==> config.mk <==
export PLATFORM = sky130hd
export DESIGN_NAME = cond_logic_it
export DESIGN_NICKNAME = d
export VERILOG_FILES = /design/src/rtl/cond_logic_it.sv
export SDC_FILE = /design/constraint.sdc
export NUM_CORES = 1
export LEC_CHECK = 0
export BUFFER_PORTS_ARGS = -buffer_cell sky130_fd_sc_hd__buf_2
export CORE_UTILIZATION = 48
export DETAILED_ROUTE_END_ITERATION = 6
export PLACE_DENSITY = 0.85
export SYNTH_ARGS = -nofsm -noshare
export SYNTH_HDL_FRONTEND = slang
export SYNTH_SLANG_ARGS = --single-unit
==> constraint.sdc <==
create_clock -name CLK -period 2.8 [get_ports CLK]
set_input_delay 0.42 -clock CLK [delete_from_list [all_inputs] [get_ports CLK]]
set_output_delay 0.42 -clock CLK [all_outputs]
set_load 0.05 [all_outputs]
==> src/rtl/cond_logic_it.sv <==
// cond_logic_it: conditional-execution unit with NBANK independent NZCV flag
// banks and an optional IT (If-Then) block sequencer.
//
// Build option: define COND_LOGIC_IT_EN to build the IT sequencer. Without it
// the IT inputs are ignored, ITActive/ITRemain read 0 and every instruction
// is evaluated with its own Cond field.
//
// Stall semantics: En is the single instruction-advance strobe. With En=0 no
// flag bank is written and no IT slot is consumed; the combinational outputs
// keep describing the instruction currently presented. There is no other
// handshake in this block.
module cond_logic_it #(
  parameter int NBANK  = 2,
  parameter int IT_MAX = 4,
  localparam int BW    = (NBANK > 1) ? $clog2(NBANK) : 1,
  localparam int LW    = $clog2(IT_MAX + 1)
) (
  input  logic              CLK,
  input  logic              rst,
  input  logic              En,
  input  logic [BW-1:0]     BankSel,
  input  logic              PCS,
  input  logic              RegW,
  input  logic              MemW,
  input  logic              NoWrite,
  input  logic [1:0]        FlagW,
  input  logic [3:0]        Cond,
  input  logic [3:0]        ALUFlags,
  input  logic              ITStart,
  input  logic [3:0]        ITCond,
  input  logic [IT_MAX-1:0] ITMask,
  input  logic [LW-1:0]     ITLen,
  output logic              CondEx,
  output logic              PCSrc,
  output logic              RegWrite,
  output logic              MemWrite,
  output logic              ITActive,
  output logic [LW-1:0]     ITRemain,
  output logic [3:0]        Flags
);

  // NZCV storage, one 4-bit register per bank, packed as {N,Z,C,V}.
  logic [3:0]    bankFlags [NBANK];
  logic [BW-1:0] selIdx;
  logic [3:0]    ec;
  logic          forceFail;
  logic          condPass;

  // Out-of-range bank selects fall back to bank 0.
  always_comb begin
    selIdx = '0;
    if (int'(BankSel) < NBANK) selIdx = BankSel;
  end

  assign Flags = bankFlags[selIdx];

  // Standard ARM condition table; E and F both mean "always".
  function automatic logic condCheck(input logic [3:0] c, input logic [3:0] f);
    logic n, z, cf, v, r;
    {n, z, cf, v} = f;
    case (c)
      4'h0:    r = z;
      4'h1:    r = ~z;
      4'h2:    r = cf;
      4'h3:    r = ~cf;
      4'h4:    r = n;
      4'h5:    r = ~n;
      4'h6:    r = v;
      4'h7:    r = ~v;
      4'h8:    r = cf & ~z;
      4'h9:    r = ~cf | z;
      4'hA:    r = (n == v);
      4'hB:    r = (n != v);
      4'hC:    r = ~z & (n == v);
      4'hD:    r = z | (n != v);
      default: r = 1'b1;
    endcase
    return r;
  endfunction

`ifdef COND_LOGIC_IT_EN
  typedef enum logic {IDLE, ACTIVE} itState_t;

  itState_t          itState;
  logic [3:0]        itCondQ;
  logic [IT_MAX-1:0] itMaskQ;   // shifted right each slot; bit 0 is the current slot
  logic [LW-1:0]     itRemainQ;
  logic [LW-1:0]     itLenClamped;
  logic              slotThen;

  assign ITActive = (itState == ACTIVE);
  assign ITRemain = itRemainQ;
  assign slotThen = itMaskQ[0];

  // A zero or oversize length is read as a full-length block.
  always_comb begin
    itLenClamped = ITLen;
    if ((ITLen == '0) || (int'(ITLen) > IT_MAX)) itLenClamped = LW'(IT_MAX);
  end

  // Inside a block the latched base condition applies, inverted on else-slots.
  // An else-slot of an "always" block can never pass.
  always_comb begin
    ec        = Cond;
    forceFail = 1'b0;
    if (ITActive) begin
      ec        = {itCondQ[3:1], itCondQ[0] ^ ~slotThen};
      forceFail = ~slotThen & (itCondQ[3:1] == 3'b111);
    end
  end

  // IT sequencer: opens on a passing IT instruction, closes on the last slot
  // or on a taken branch inside the block.
  always_ff @(posedge CLK) begin
    if (!rst) begin
      itState   <= IDLE;
      itCondQ   <= '0;
      itMaskQ   <= '0;
      itRemainQ <= '0;
    end else if (En) begin
      case (itState)
        IDLE: begin
          if (ITStart && CondEx) begin
            itState   <= ACTIVE;
            itCondQ   <= ITCond;
            itMaskQ   <= ITMask;
            itRemainQ <= itLenClamped;
          end
        end
        ACTIVE: begin
          if (PCSrc || (itRemainQ == LW'(1))) begin
            itState   <= IDLE;
            itRemainQ <= '0;
            itMaskQ   <= '0;
          end else begin
            itRemainQ <= itRemainQ - LW'(1);
            itMaskQ   <= itMaskQ >> 1;
          end
        end
        default: begin
          itState   <= IDLE;
          itRemainQ <= '0;
        end
      endcase
    end
  end
`else
  logic unusedItInputs;

  assign unusedItInputs = ^{ITStart, ITCond, ITMask, ITLen};
  assign ITActive       = 1'b0;
  assign ITRemain       = '0;

  // Without the sequencer every instruction uses its own condition field.
  always_comb begin
    ec        = Cond;
    forceFail = 1'b0;
  end
`endif

  assign condPass = condCheck(ec, Flags);
  assign CondEx   = condPass & ~forceFail;
  assign PCSrc    = PCS & CondEx;
  assign RegWrite = RegW & CondEx & ~NoWrite;
  assign MemWrite = MemW & CondEx;

  // Flag banks: only the selected bank is updated, and only by a passing,
  // advancing instruction. Reads see the new value from the next cycle.
  always_ff @(posedge CLK) begin
    if (!rst) begin
      for (int i = 0; i < NBANK; i++) bankFlags[i] <= '0;
    end else if (En && CondEx) begin
      if (FlagW[1]) bankFlags[selIdx][3:2] <= ALUFlags[3:2];
      if (FlagW[0]) bankFlags[selIdx][1:0] <= ALUFlags[1:0];
    end
  end

endmodule

Word level (Yosys, flattened, before mapping)
Memory sizes are Yosys's and may differ from the RTL's.
Index checks and enable logic that the tools add are counted.

storage, ports and cells
  flip-flop bits (word level) = 0
  bits in writable memories = 8
  input port bits = 30
  output and inout bits = 12
  logic and storage cells = 45
  memories kept = 1

memory list
  name       words  bits a word  rd ports  clocked after memory_dff  wr ports  RTL line  RTL
  bankFlags  2      4            1         0                         2         43        logic [3:0] bankFlags [NBANK];

cells by class
  equality and inequality tests = 15
  mux-type cells = 13
  bitwise logic cells = 13
  reductions and logical operators = 3

operators by type and width
  cell                                                  number
  equality test 4 bit (second input constant)           6
  equality test 4 x 3 -> 1 bit (second input constant)  4
  one-hot mux 1 bit (14 select lines)                   1
  two-way mux 1 bit                                     10
  equality test 4 x 2 -> 1 bit (second input constant)  2
  bitwise AND 1 bit                                     6
  inverter 1 bit                                        5
  equality test 4 x 1 -> 1 bit (second input constant)  1
  zero test 4 bit                                       1
  two-way mux 4 bit                                     1
  OR reduction 4 bit                                    1
  two-way mux 2 bit                                     1
  bitwise OR 1 bit                                      2
  equality test 1 bit                                   1
  logical AND 1 bit                                     1
  inequality test 1 bit                                 1

Longest topological paths before layout
An unclocked memory read counts as a cell.

  word-level depth = 10
  depth in mapped cells = 7
  gate-level depth less buffers = 6

Worst setup path before layout
No wires, ideal clock.

  path type = input port to output port
  start point = input BankSel
  end point = output MemWrite
  data arrival time = 2.583 ns
  required time = 2.380 ns
  setup slack = -0.203 ns
  stages on the path = 6
  buffers on the path = 0
  path through = mux2i_1 -> inv_1 -> a21oi_1 -> o32a_1 -> a31oi_2 -> nor3b_1

between the ends
  longest elaborated chain between the ends = 5
  elaborated cells on any way between the ends = 13
  classes of those cells = eq/ne (2); mux (1); bitwise (9); memory (1)

ends and longest elaborated chain
  what                                         RTL line    RTL
  from (decl)                                  21          input logic [BW-1:0] BankSel,
  memory (2 x 4 bit) *                         --
  via Flags[2]                                 39          output logic [3:0] Flags
  inverter 1 bit                               63, 70, 74
  bitwise AND 1 bit, on equally long branches  74, 70
  one-hot mux 1 bit (14 select lines) *        61          case (c)
  bitwise AND 1 bit *                          165         assign MemWrite = MemW & CondEx;
  to (decl)                                    36          output logic MemWrite,

Mark *: on every way through the listed nets, which the timed path passes. The rest lies on a longest branch.

Worst setup path after layout
  start point = input BankSel
  end point = output PCSrc

between the ends
  longest elaborated chain between the ends = 5
  elaborated cells on any way between the ends = 13
  classes of those cells = eq/ne (2); mux (1); bitwise (9); memory (1)

ends and longest elaborated chain
  what                                           RTL line  RTL
  memory (2 x 4 bit) *                           --
  inequality test 1 bit (tied with other cells)  73, 75
  bitwise OR 1 bit (tied with other cells)       75        4'hD: r = z | (n != v);
  one-hot mux 1 bit (14 select lines) *          61
  bitwise AND 1 bit *                            163       assign PCSrc = PCS & CondEx;
  to (decl)                                      34        output logic PCSrc,

Mark *: on every way between the ends. The rest lies on a longest branch, timed or not.

==> run_results.csv <==
group,metric,value,unit
cells_and_area,drive_above_1_share,42.9,%
route,ant_nets,0,
route,drt_iter0_markers,13,
power,p_switching,0.000154,W
route,viasPerCell,5.45,
setup_path,crit_slowest_cell,"a31oi_2",
logic_synthesis,synth_seq_cells,8,
cells_and_area,fillers,135,
power,swShare,38.8,%
setup_path,cp.required,2.38,ns
clocking,clock-sinks,8,
logic_synthesis,synth-edff-count,8,
hold_path,hold_depth,3,
cells_and_area,antennaDiodeCount,0,
setup_path,ff2ff_path_depth,6,
setup_path,path_class,"in2out",
cells_and_area,top_regs,"bankFlags: 8 flops",
clocking,htree_levels,1,
outcome,status,"completed",
clocking,max-clock-path-buffers,2,
route,drt_first_pass_iters,4,
power,pwr_density_cell,420,nW/um^2
floorplanning,rows,14,
route,vias,660,
clocking,cts_buffers,3,
floorplanning,die_area,1860,sq um
hold_path,min_to,"bankFlags[1][3]",
timing,min_period,2.62,ns
cells_and_area,largest_register_ff_count,8,
setup_path,r2r_end,"bankFlags[1][3]",
clocking,insertion_delay,0.25,ns
logic_synthesis,yosysSeqAreaShare,29.6,%
cells_and_area,regMostFlops,"bankFlags",
floorplanning,coreArea,1540,sq um
timing,setup_tns,0,ns
clocking,post_cts_resize_count,0,
setup_path,ff2ff_setup_slack,0.59,ns
logic_synthesis,synth_async_sr_flop_share,0,%
global_routing,globalRouteOverflowTotal,0,
timing,setup_viol,0,
setup_path,endpoint_kind,"output port",
timing,setup_ws,0.177,ns
cells_and_area,multi_input_area,497,sq um
timing,fin_skew,0.000799,ns
logic_synthesis,synth-main-ff-cell,"edfxtp_1",
timing,rsz0062_at_grt,"false",
placement,portBuffers,25,
power,sequentialPowerShare,36.4,%
logic_synthesis,synth.largest_area_cell,"edfxtp_1",
logic_synthesis,ys_types,32,
setup_path,arrival,2.20,ns
placement,hpwlAfterDp,1210,um
power,max-vdd-ir-drop,0.000222,V
setup_path,crit_fanout,12,
floorplanning,fp.dieW,43.1,um
logic_synthesis,netlist_area,812,sq um
logic_synthesis,synth.avg_cell_area,10.0,sq um
power,p_int,0.000243,W
setup_path,max_stage_delay,0.40,ns
floorplanning,die_y,43.1,um
setup_path,crit_chain,"buf_2 -> mux2i_1 -> a21oi_1 -> o32a_1 -> a31oi_2 -> nor3b_2 -> buf_2",
global_routing,grt_max_degree,13,
floorplanning,start_util,52.7,%
setup_path,cp_top_family,"compound AO/OA/AOI/OAI gates",
clocking,holdBufCountCts,0,
setup_path,startpoint_type,"primary input",
timing,period_share,93.7,%
timing,fmax,0.381,GHz
logic_synthesis,synthCells,81,
flow_run,cap_violations,0,
placement,pre_cts_ws,0.186,ns
route,wire_per_inst,12.1,um
route,finalWirelength,1470,um
floorplanning,io_pins,42,
hold_path,min-delay-start,"ALUFlags[3]",
clocking,cts_tree,"built",
clocking,clk_pin_slew_worst_paths,0.05,ns
cells_and_area,area_delta_synth_final,16.0,%
logic_synthesis,synth_area_leaders,"edfxtp_1 30%, nor3_2 9.9%, mux2i_1 6.2%, nand3_1 6.2%, xnor3_1 5.5%",
logic_synthesis,ys_warn_count,0,
timing,holdWs,0.553,ns
hold_path,hp-class,"in2reg",
placement,gp_congestion,0.885,
setup_path,reg2reg_from,"bankFlags[1][3]",
setup_path,path_buf_inv,2,
setup_path,cp.depth,7,
logic_synthesis,yosys.area.top_type_share,29.6,%
route,drc,0,
timing,hold_viol_final,0,
cells_and_area,seq_area,240,sq um
setup_path,cpMostUsedCell,"buf_2",
power,p_comb_share,42.1,%
global_routing,track_usage,18.1,%
power,p_leak,0.455,nW
clocking,postCtsSetupBuffers,0,
clocking,cts_root_buf,"clkbuf_4",
cells_and_area,nets,137,
global_routing,antenna_found_initial,0,
power,p_clk_share,21.4,%
global_routing,grt_pass1_vias,595,
timing,maxSlewViolCount,0,
cells_and_area,final_util,61.1,%
global_routing,grt_pass1_wl,2480,um
==> Yosys cell counts, drive strengths merged (2+ instances only) <==
master	number
and2	2
and3	2
buf	8
edfxtp	8
inv	6
mux2i	5
nand2	5
nand3	10
nor2	3
nor3	8
nor3b	2
o31ai	4
xnor3	2
xor2	2
==> layout by cell type, fill, tap and decap left out, drive strengths merged, types with 2 or more instances in the layout <==
master	n
nor3b	2
xor2	2
conb	4
xnor3	2
nand3	10
edfxtp	8
mux2i	5
and2	2
buf	27
and3	2
clkbuf	3
o31ai	4
inv	6
nand2	5
nor3	8
nor2	3
==> power groups by stage <==
stage | clock [W] | sequential, W | combinational [W]
detailed placement | 0 | 0.000147 | 0.000167
finish | 0.0000849 | 0.000144 | 0.000167
floorplan | 0 | 0.000145 | 0.000137
global placement | 0 | 0.000146 | 0.000164
CTS | 0.0000833 | 0.000145 | 0.000167
global route | 0.0000880 | 0.000145 | 0.000179
==> layer usage <==
| layer | up-vias | track usage [%] | wire length (um) |
|---|---|---|---|
| li1 | 335 | - | - |
| met1 | 296 | 21.8 | 619 |
| met2 | 25 | 31.9 | 749 |
| met3 | 4 | 2.55 | 79 |
| met4 | 0 | 7.27 | 21 |
| met5 | - | 0 | 0 |
==> layout make-up <==
type / instances / share of cell area, %
Clock buffer: 3 / 2.39
Timing Repair Buffer: 27 / 14.9
Tap cell: 16 / 2.12
Multi-Input combinational cell: 61 / 52.7
Inverter: 6 / 2.39
Sequential cell: 8 / 25.5
==> per-stage QoR <==
stage / area (sq um) / total power [W] / cells
floorplan: 828 / 0.000282 / 84
global route: 942 / 0.000412 / 121
finish: 942 / 0.000396 / 121
detailed placement: 920 / 0.000314 / 118
global placement: 920 / 0.000310 / 118
CTS: 942 / 0.000395 / 121
==> worst max path at each step <==
stage | startpoint | end | slack (ns)
6_report | BankSel | PCSrc | 0.18
5_1_grt | BankSel | PCSrc | 0.0008
4_1_cts | BankSel | RegWrite | 0.18
3_5_place_dp | BankSel | RegWrite | 0.19
3_3_place_gp | BankSel | RegWrite | 0.23
2_1_floorplan | BankSel | RegWrite | 0.02
==> worst min-delay path, stage by stage <==
cell and delay [ns]:
buf_2 0.09, nand3_1 0.08, nor3_2 0.09
==> cell families after synthesis <==
kind of cell,Yosys count,synth area share (%)
mux,6,8.94
xor+xnor,5,9.71
flops,8,29.6
buf+inv,15,11.2
compound gates,10,9.86
simple gates,36,30.2
other cells,1,0.462
(Power assumes the default switching activity.)
